`src/rtl/alu_issue_pkg.sv`:
```
// Shared constants, FSM encoding and decode legality check for the RV32I ALU issue sequencer.
package alu_issue_pkg;

  localparam int REG_W = 32;

  localparam logic [6:0] OPC_OP    = 7'b0110011;
  localparam logic [6:0] OPC_OPIMM = 7'b0010011;
  localparam logic [6:0] F7_BASE   = 7'b0000000;
  localparam logic [6:0] F7_ALT    = 7'b0100000;

  typedef enum logic [1:0] {
    ST_IDLE = 2'd0,
    ST_OPER = 2'd1,
    ST_EXEC = 2'd2,
    ST_WB   = 2'd3
  } state_t;

  // Only ADD/SUB and SRL/SRA may carry the alternate funct7; immediate shifts are restricted the same way.
  function automatic logic is_legal(input logic [31:0] w);
    logic [6:0] op;
    logic [6:0] f7;
    logic [2:0] f3;
    op = w[6:0];
    f3 = w[14:12];
    f7 = w[31:25];
    is_legal = 1'b0;
    if (op == OPC_OP) begin
      is_legal = (f7 == F7_BASE) || ((f7 == F7_ALT) && ((f3 == 3'b000) || (f3 == 3'b101)));
    end else if (op == OPC_OPIMM) begin
      case (f3)
        3'b001:  is_legal = (f7 == F7_BASE);
        3'b101:  is_legal = (f7 == F7_BASE) || (f7 == F7_ALT);
        default: is_legal = 1'b1;
      endcase
    end
  endfunction

endpackage

```
`src/rtl/alu_regfile.sv`:
```
// 32-entry architectural register file: two operand reads, one debug read, one write; x0 is hardwired zero.
import alu_issue_pkg::*;

module alu_regfile #(
  parameter int W = REG_W
) (
  input  logic         clk,
  input  logic         reset,
  input  logic [4:0]   i_rs1_addr,
  input  logic [4:0]   i_rs2_addr,
  input  logic [4:0]   i_dbg_addr,
  output logic [W-1:0] o_rs1_data,
  output logic [W-1:0] o_rs2_data,
  output logic [W-1:0] o_dbg_data,
  input  logic         i_we,
  input  logic [4:0]   i_waddr,
  input  logic [W-1:0] i_wdata
);

  logic [W-1:0] r_mem [32];

  always_ff @(posedge clk or posedge reset) begin
    if (reset) begin
      for (int i = 0; i < 32; i++) begin
        r_mem[i] <= '0;
      end
    end else if (i_we && (i_waddr != 5'd0)) begin
      r_mem[i_waddr] <= i_wdata;
    end
  end

  assign o_rs1_data = (i_rs1_addr == 5'd0) ? '0 : r_mem[i_rs1_addr];
  assign o_rs2_data = (i_rs2_addr == 5'd0) ? '0 : r_mem[i_rs2_addr];
  assign o_dbg_data = (i_dbg_addr == 5'd0) ? '0 : r_mem[i_dbg_addr];

endmodule

```
`src/rtl/alu_issue.sv`:
```
// Issues one OP / OP-IMM instruction at a time to an external combinational ALU and writes the result back.
// instr_valid/instr_ready: a word transfers on a rising edge where both are high; the source holds the word until then.
import alu_issue_pkg::*;

module alu_issue #(
  parameter int register_width = 32
) (
  input  logic                      clk,
  input  logic                      reset,
  input  logic                      instr_valid,
  output logic                      instr_ready,
  input  logic [31:0]               instr_in,
  output logic [register_width-1:0] aluIn1,
  output logic [register_width-1:0] aluIn2,
  output logic [register_width-1:0] instr,
  output logic [2:0]                funct3,
  output logic [6:0]                funct7,
  output logic [4:0]                shift_amount,
  input  logic [register_width-1:0] aluOut,
  output logic                      wb_valid,
  output logic [4:0]                wb_rd,
  output logic [register_width-1:0] wb_data,
  output logic                      illegal,
  input  logic [4:0]                dbg_addr,
  output logic [register_width-1:0] dbg_data,
  output logic [1:0]                dbg_state
);

  state_t                    r_state;
  state_t                    w_next;
  logic [31:0]               r_ir;
  logic [register_width-1:0] r_alu_in1;
  logic [register_width-1:0] r_alu_in2;
  logic [register_width-1:0] r_instr;
  logic [2:0]                r_funct3;
  logic [6:0]                r_funct7;
  logic [4:0]                r_shamt;
  logic [4:0]                r_wb_rd;
  logic [register_width-1:0] r_wb_data;
  logic                      r_illegal;

  logic                      w_legal;
  logic                      w_is_op;
  logic [register_width-1:0] w_imm;
  logic [6:0]                w_f7_out;
  logic [register_width-1:0] w_rs1_data;
  logic [register_width-1:0] w_rs2_data;
  logic                      w_we;

  assign w_legal = is_legal(r_ir);
  assign w_is_op = (r_ir[6:0] == OPC_OP);
  assign w_imm   = {{(register_width-12){r_ir[31]}}, r_ir[31:20]};
  // funct7 only reaches the ALU for register ops and immediate shifts (funct3 001/101).
  assign w_f7_out = (w_is_op || (r_ir[13:12] == 2'b01)) ? r_ir[31:25] : F7_BASE;
  assign w_we     = (r_state == ST_EXEC);

  always_ff @(posedge clk or posedge reset) begin
    if (reset) begin
      r_state <= ST_IDLE;
    end else begin
      r_state <= w_next;
    end
  end

  always_comb begin
    w_next      = r_state;
    instr_ready = 1'b0;
    wb_valid    = 1'b0;
    case (r_state)
      ST_IDLE: begin
        instr_ready = 1'b1;
        if (instr_valid) w_next = ST_OPER;
      end
      ST_OPER: w_next = w_legal ? ST_EXEC : ST_IDLE;
      ST_EXEC: w_next = ST_WB;
      ST_WB: begin
        wb_valid = 1'b1;
        w_next   = ST_IDLE;
      end
      default: w_next = ST_IDLE;
    endcase
  end

  always_ff @(posedge clk or posedge reset) begin
    if (reset) begin
      r_ir      <= '0;
      r_alu_in1 <= '0;
      r_alu_in2 <= '0;
      r_instr   <= '0;
      r_funct3  <= '0;
      r_funct7  <= '0;
      r_shamt   <= '0;
      r_wb_rd   <= '0;
      r_wb_data <= '0;
      r_illegal <= 1'b0;
    end else begin
      r_illegal <= 1'b0;
      if ((r_state == ST_IDLE) && instr_valid) begin
        r_ir <= instr_in;
      end
      if (r_state == ST_OPER) begin
        if (w_legal) begin
          r_alu_in1 <= w_rs1_data;
          r_alu_in2 <= w_is_op ? w_rs2_data : w_imm;
          r_instr   <= r_ir;
          r_funct3  <= r_ir[14:12];
          r_funct7  <= w_f7_out;
          r_shamt   <= w_is_op ? w_rs2_data[4:0] : r_ir[24:20];
        end else begin
          r_illegal <= 1'b1;
        end
      end
      if (r_state == ST_EXEC) begin
        r_wb_data <= aluOut;
        r_wb_rd   <= r_ir[11:7];
      end
    end
  end

  alu_regfile #(.W(register_width)) u_regfile (
    .clk        (clk),
    .reset      (reset),
    .i_rs1_addr (r_ir[19:15]),
    .i_rs2_addr (r_ir[24:20]),
    .i_dbg_addr (dbg_addr),
    .o_rs1_data (w_rs1_data),
    .o_rs2_data (w_rs2_data),
    .o_dbg_data (dbg_data),
    .i_we       (w_we),
    .i_waddr    (r_ir[11:7]),
    .i_wdata    (aluOut)
  );

  assign aluIn1       = r_alu_in1;
  assign aluIn2       = r_alu_in2;
  assign instr        = r_instr;
  assign funct3       = r_funct3;
  assign funct7       = r_funct7;
  assign shift_amount = r_shamt;
  assign wb_rd        = r_wb_rd;
  assign wb_data      = r_wb_data;
  assign illegal      = r_illegal;
  assign dbg_state    = r_state;

endmodule
```
`config.mk`:
```
export PLATFORM = sky130hd
export DESIGN_NAME = alu_issue
export DESIGN_NICKNAME = d
export VERILOG_FILES = /design/src/rtl/alu_issue_pkg.sv /design/src/rtl/alu_regfile.sv /design/src/rtl/alu_issue.sv
export SDC_FILE = /design/constraint.sdc
export NUM_CORES = 2
export LEC_CHECK = 0
export ABC_CLOCK_PERIOD_IN_PS = 48700
export CAP_MARGIN = 15
export CORE_ASPECT_RATIO = 1.75
export CORE_MARGIN = 2
export CORE_UTILIZATION = 40
export DETAILED_ROUTE_END_ITERATION = 8
export GPL_TIMING_DRIVEN = 0
export SYNTH_ARGS = -nofsm -noshare
export SYNTH_HDL_FRONTEND = slang
export SYNTH_SLANG_ARGS = --single-unit
```
`constraint.sdc`:
```
create_clock -name clk -period 48.7 [get_ports clk]
set_input_delay 7.305 -clock clk [delete_from_list [all_inputs] [get_ports clk]]
set_output_delay 7.305 -clock clk [all_outputs]
set_load 0.02 [all_outputs]
```
==> results.md <==
- Vias after detailed routing: approximately 54k
- Die height: approximately 550 um
- Clock share of power: 35.6%
- Final wirelength: 368000 um
- GR Util met1: 44.9%
- Vias/cell: 7.14
- Final period util: 40.6%
- Rel. slew slack: -25.0%
- P_leak: 33.6 nW
- Post-DR wirelength/cell: 48.8 um
- Outcome: complete, but fails checks
- Sw Pwr: 1.07 mW
- Final nets: 5251
- Critical Setup Path Class: primary input to output pin
- Post-Syn Area: 68600 sq um
- 1st-pass router iterations: 9
- GR Layer Usage met3: ~17%
- Fin. Hold Viols: 0
- Worst setup margin: approximately 29 ns
- DIE AREA: 175000 sq um
- Synth Flop Type: dfrtp_1
- Cells after synthesis: 4677
- Tmin final: 19.77 ns
- DP HPWL: 263000 um
- Pins Over Slew Limit: 3
- Final std cell area, no fill: 80700 sq um
- Internal: 1.94 mW
- F_max: 50.6 MHz
- Critical Path AT: 12.47 ns
- Max Cap Viol: 1
- Number of synthesized register bits: about 1.2k
- Cells after DPL: 7252
- First-pass GRT wire length: 487000 um
- Dpl ws: between 20 and 30 ns
- Vias in the first global route: around 53k
- Clock Latency Late Sink: 0.84 ns
- Power density cells: approximately 37 nW/um^2
- Max Root-Sink Buffers: 3
- Total gr overflow: 0
- Violated checks: capacitance limit, slew limit
- Busiest grt layer: met2
- Avg Cell Area, Syn: 14.7 sq um
- DRC errors left: 0
- Initial Util: 40.2%
- Worst-path clk slew: 0.06 ns
- RSZ-0062 raised after global routing: no
- H-tree depth: 3
- EDFF count, synth: 0
- Overall die width: 317 um
- Rows: 201
- Worst setup EP type: output pin
- CTS Hold Bufs: 0
- Sw frac: a little over a third
- Final Setup Violations: 0
- Port bufs: 253
- Worst Setup Start Kind: primary input
- Largest net degree at the start of global routing: approximately 120
- Initial antenna violation count: 33
- Final RePlAce weighted congestion: 1.06
- VDD IR-drop max: 0.0364 mV
- Final Core Density: 47.3%
- Syn Nets: about 4.7k
- Post-CTS Setup Bufs: 0
- Total GRT Usage: a little over two fifths
- Placed Area: 75700 sq um
- Sequential-to-total area share from yosys stat: 43.7%
- Worst hold margin: between 0.4 and 0.5 ns
- Clk sinks: 1199
- CTS tree: built
- ANT nets after route: 0
- Seq pwr share: 36.6%
- Ports: 257
- Share of cells above drive strength 1: ~45%
- CP Data Required Time: around 41 ns
- Post-synthesis cell type count: 55
- Initial DRC Count: a little under 8k
- Worst min path class: flip-flop to flip-flop
- Root buffer cell: clkbuf_16
- Synth-to-Final Area Change: 17.6%
- Post-CTS Resized: 0
- Yosys warns: 0
- Post-synth ARST share: 100%
- Non-Filler Instances: 7544
- Critical path peak fanout: 10
- Worst Tran Pin Value: 1.88 ns
- Clock Skews: 0.0682 ns
- Num CTS Buffers: 120
- Comb pwr share: 27.8%
- Met2 usage: 62.1%
- Core ar.: 171000 sq um
==> cells in the final DEF, fill, tap and decap left out, types with 15 or more instances in the layout <==
cell,netlist,routed
buf_1,112,91
buf_4,11,18
clkbuf_2,0,34
a21o_1,28,28
nand2_1,308,308
clkbuf_1,349,327
buf_16,0,26
nor4_1,23,23
buf_2,71,91
o22ai_1,32,32
a21oi_1,70,70
clkdlybuf4s50_1,0,253
nor2_1,51,51
inv_1,36,35
bufinv_16,0,23
clkbuf_8,0,16
nand3_1,15,15
o21ai_0,74,74
mux4_2,792,792
mux2i_1,173,173
dfrtp_1,1199,1199
clkbuf_16,0,121
mux2_2,1070,1070
buf_8,1,79
clkinv_2,0,23
a22oi_1,58,58
and2_1,16,16
buf_6,2,15
diode_2,0,31
a211oi_1,34,34
o221ai_1,28,28
==> metrics by stage <==
stage	power, mW	TNS (ns)
after global placement	1.86	-8214.11
after floorplan	1.49	0
final	3.01	0
after detailed placement	1.89	0
after global routing	3.05	0
after CTS	2.94	0
==> Yosys cell counts, drive strengths merged (36+ instances only) <==
| master | n | area, sq um |
|---|---|---|
| a211oi | 36 | 288 |
| a21oi | 70 | 350 |
| a22oi | 58 | 435 |
| buf | 197 | 896 |
| clkbuf | 349 | 1310 |
| dfrtp | 1199 | 30000 |
| inv | 36 | 135 |
| mux2 | 1070 | 12000 |
| mux2i | 173 | 1730 |
| mux4 | 792 | 17800 |
| nand2 | 308 | 1160 |
| nor2 | 52 | 198 |
| o21ai | 76 | 380 |
==> worst max-delay path, cell delays in order <==
cell and delay, ns:
clkbuf_1 0.73, clkbuf_1 1.01, clkbuf_1 0.64, buf_16 0.22, mux4_2 0.49, mux4_2 0.70, nand2_1 0.23, o21ai_0 0.40
clkdlybuf4s50_1 0.68
==> layout make-up <==
type / instances / area (sq um)
Multi-Input combinational cell: 2896 / 36300
Buffer: 546 / 2270
Clock inverter: 77 / 1180
Sequential cell: 1199 / 30000
Tap cell: 2233 / 2790
Antenna cell: 31 / 77.6
Timing Repair Buffer: 380 / 4660
Clock buffer: 146 / 3250
Fill cell: 15000 / 90100
Inverter: 36 / 143
==> layer usage <==
layer,vias up,share of wire (%),routed length [um]
met1,28300,31,114000
met4,14,14,49700
met3,1642,12,43200
met5,-,0.053,196
li1,19200,-,-
met2,4680,44,160000
==> flip-flops by register name, summed over array words and instances, names as in the netlist, named ones only <==
signal           cells
u_regfile.r_mem   1024
aluIn1              32
aluIn2              32
instr               32
r_ir                32
wb_data             32
funct7               7
wb_rd                5
dbg_state            1
illegal              1
==> power groups by stage <==
| stage | sequential (mW) | clock (mW) | combinational [mW] |
|---|---|---|---|
| 6_report | 1.10 | 1.07 | 0.837 |
| 5_1_grt | 1.10 | 1.11 | 0.834 |
| 4_1_cts | 1.10 | 1.07 | 0.777 |
| 3_5_place_dp | 1.11 | 0 | 0.776 |
| 3_3_place_gp | 1.12 | 0 | 0.748 |
| 2_1_floorplan | 1.12 | 0 | 0.362 |
==> worst paths after layout <==
kind / from / endpoint / slack, ns / depth (start not counted)
max in group asynchronous: reset / u_regfile.r_mem[878] / 39.31 / 5
worst max-delay path: dbg_addr[0] / dbg_data[14] / 28.93 / 9
worst min-delay path: instr[4] / instr[4] / 0.46 / 1
worst min register to register: instr[4] / instr[4] / 0.46 / 1
min in group asynchronous: reset / u_regfile.r_mem[294] / 7.15 / 2
worst max register to register: r_ir[20] / aluIn2[20] / 43.32 / 8
==> logic make-up after synthesis <==
logic type | Yosys count | share of synthesized area (%)
multiplexers | 2035 | 46.1
flip-flops | 1199 | 43.7
buffers and inverters | 582 | 3.41
AND/OR/NAND/NOR | 479 | 3.05
AO/OA/AOI/OAI | 382 | 3.72
(Power assumes the default switching activity.)
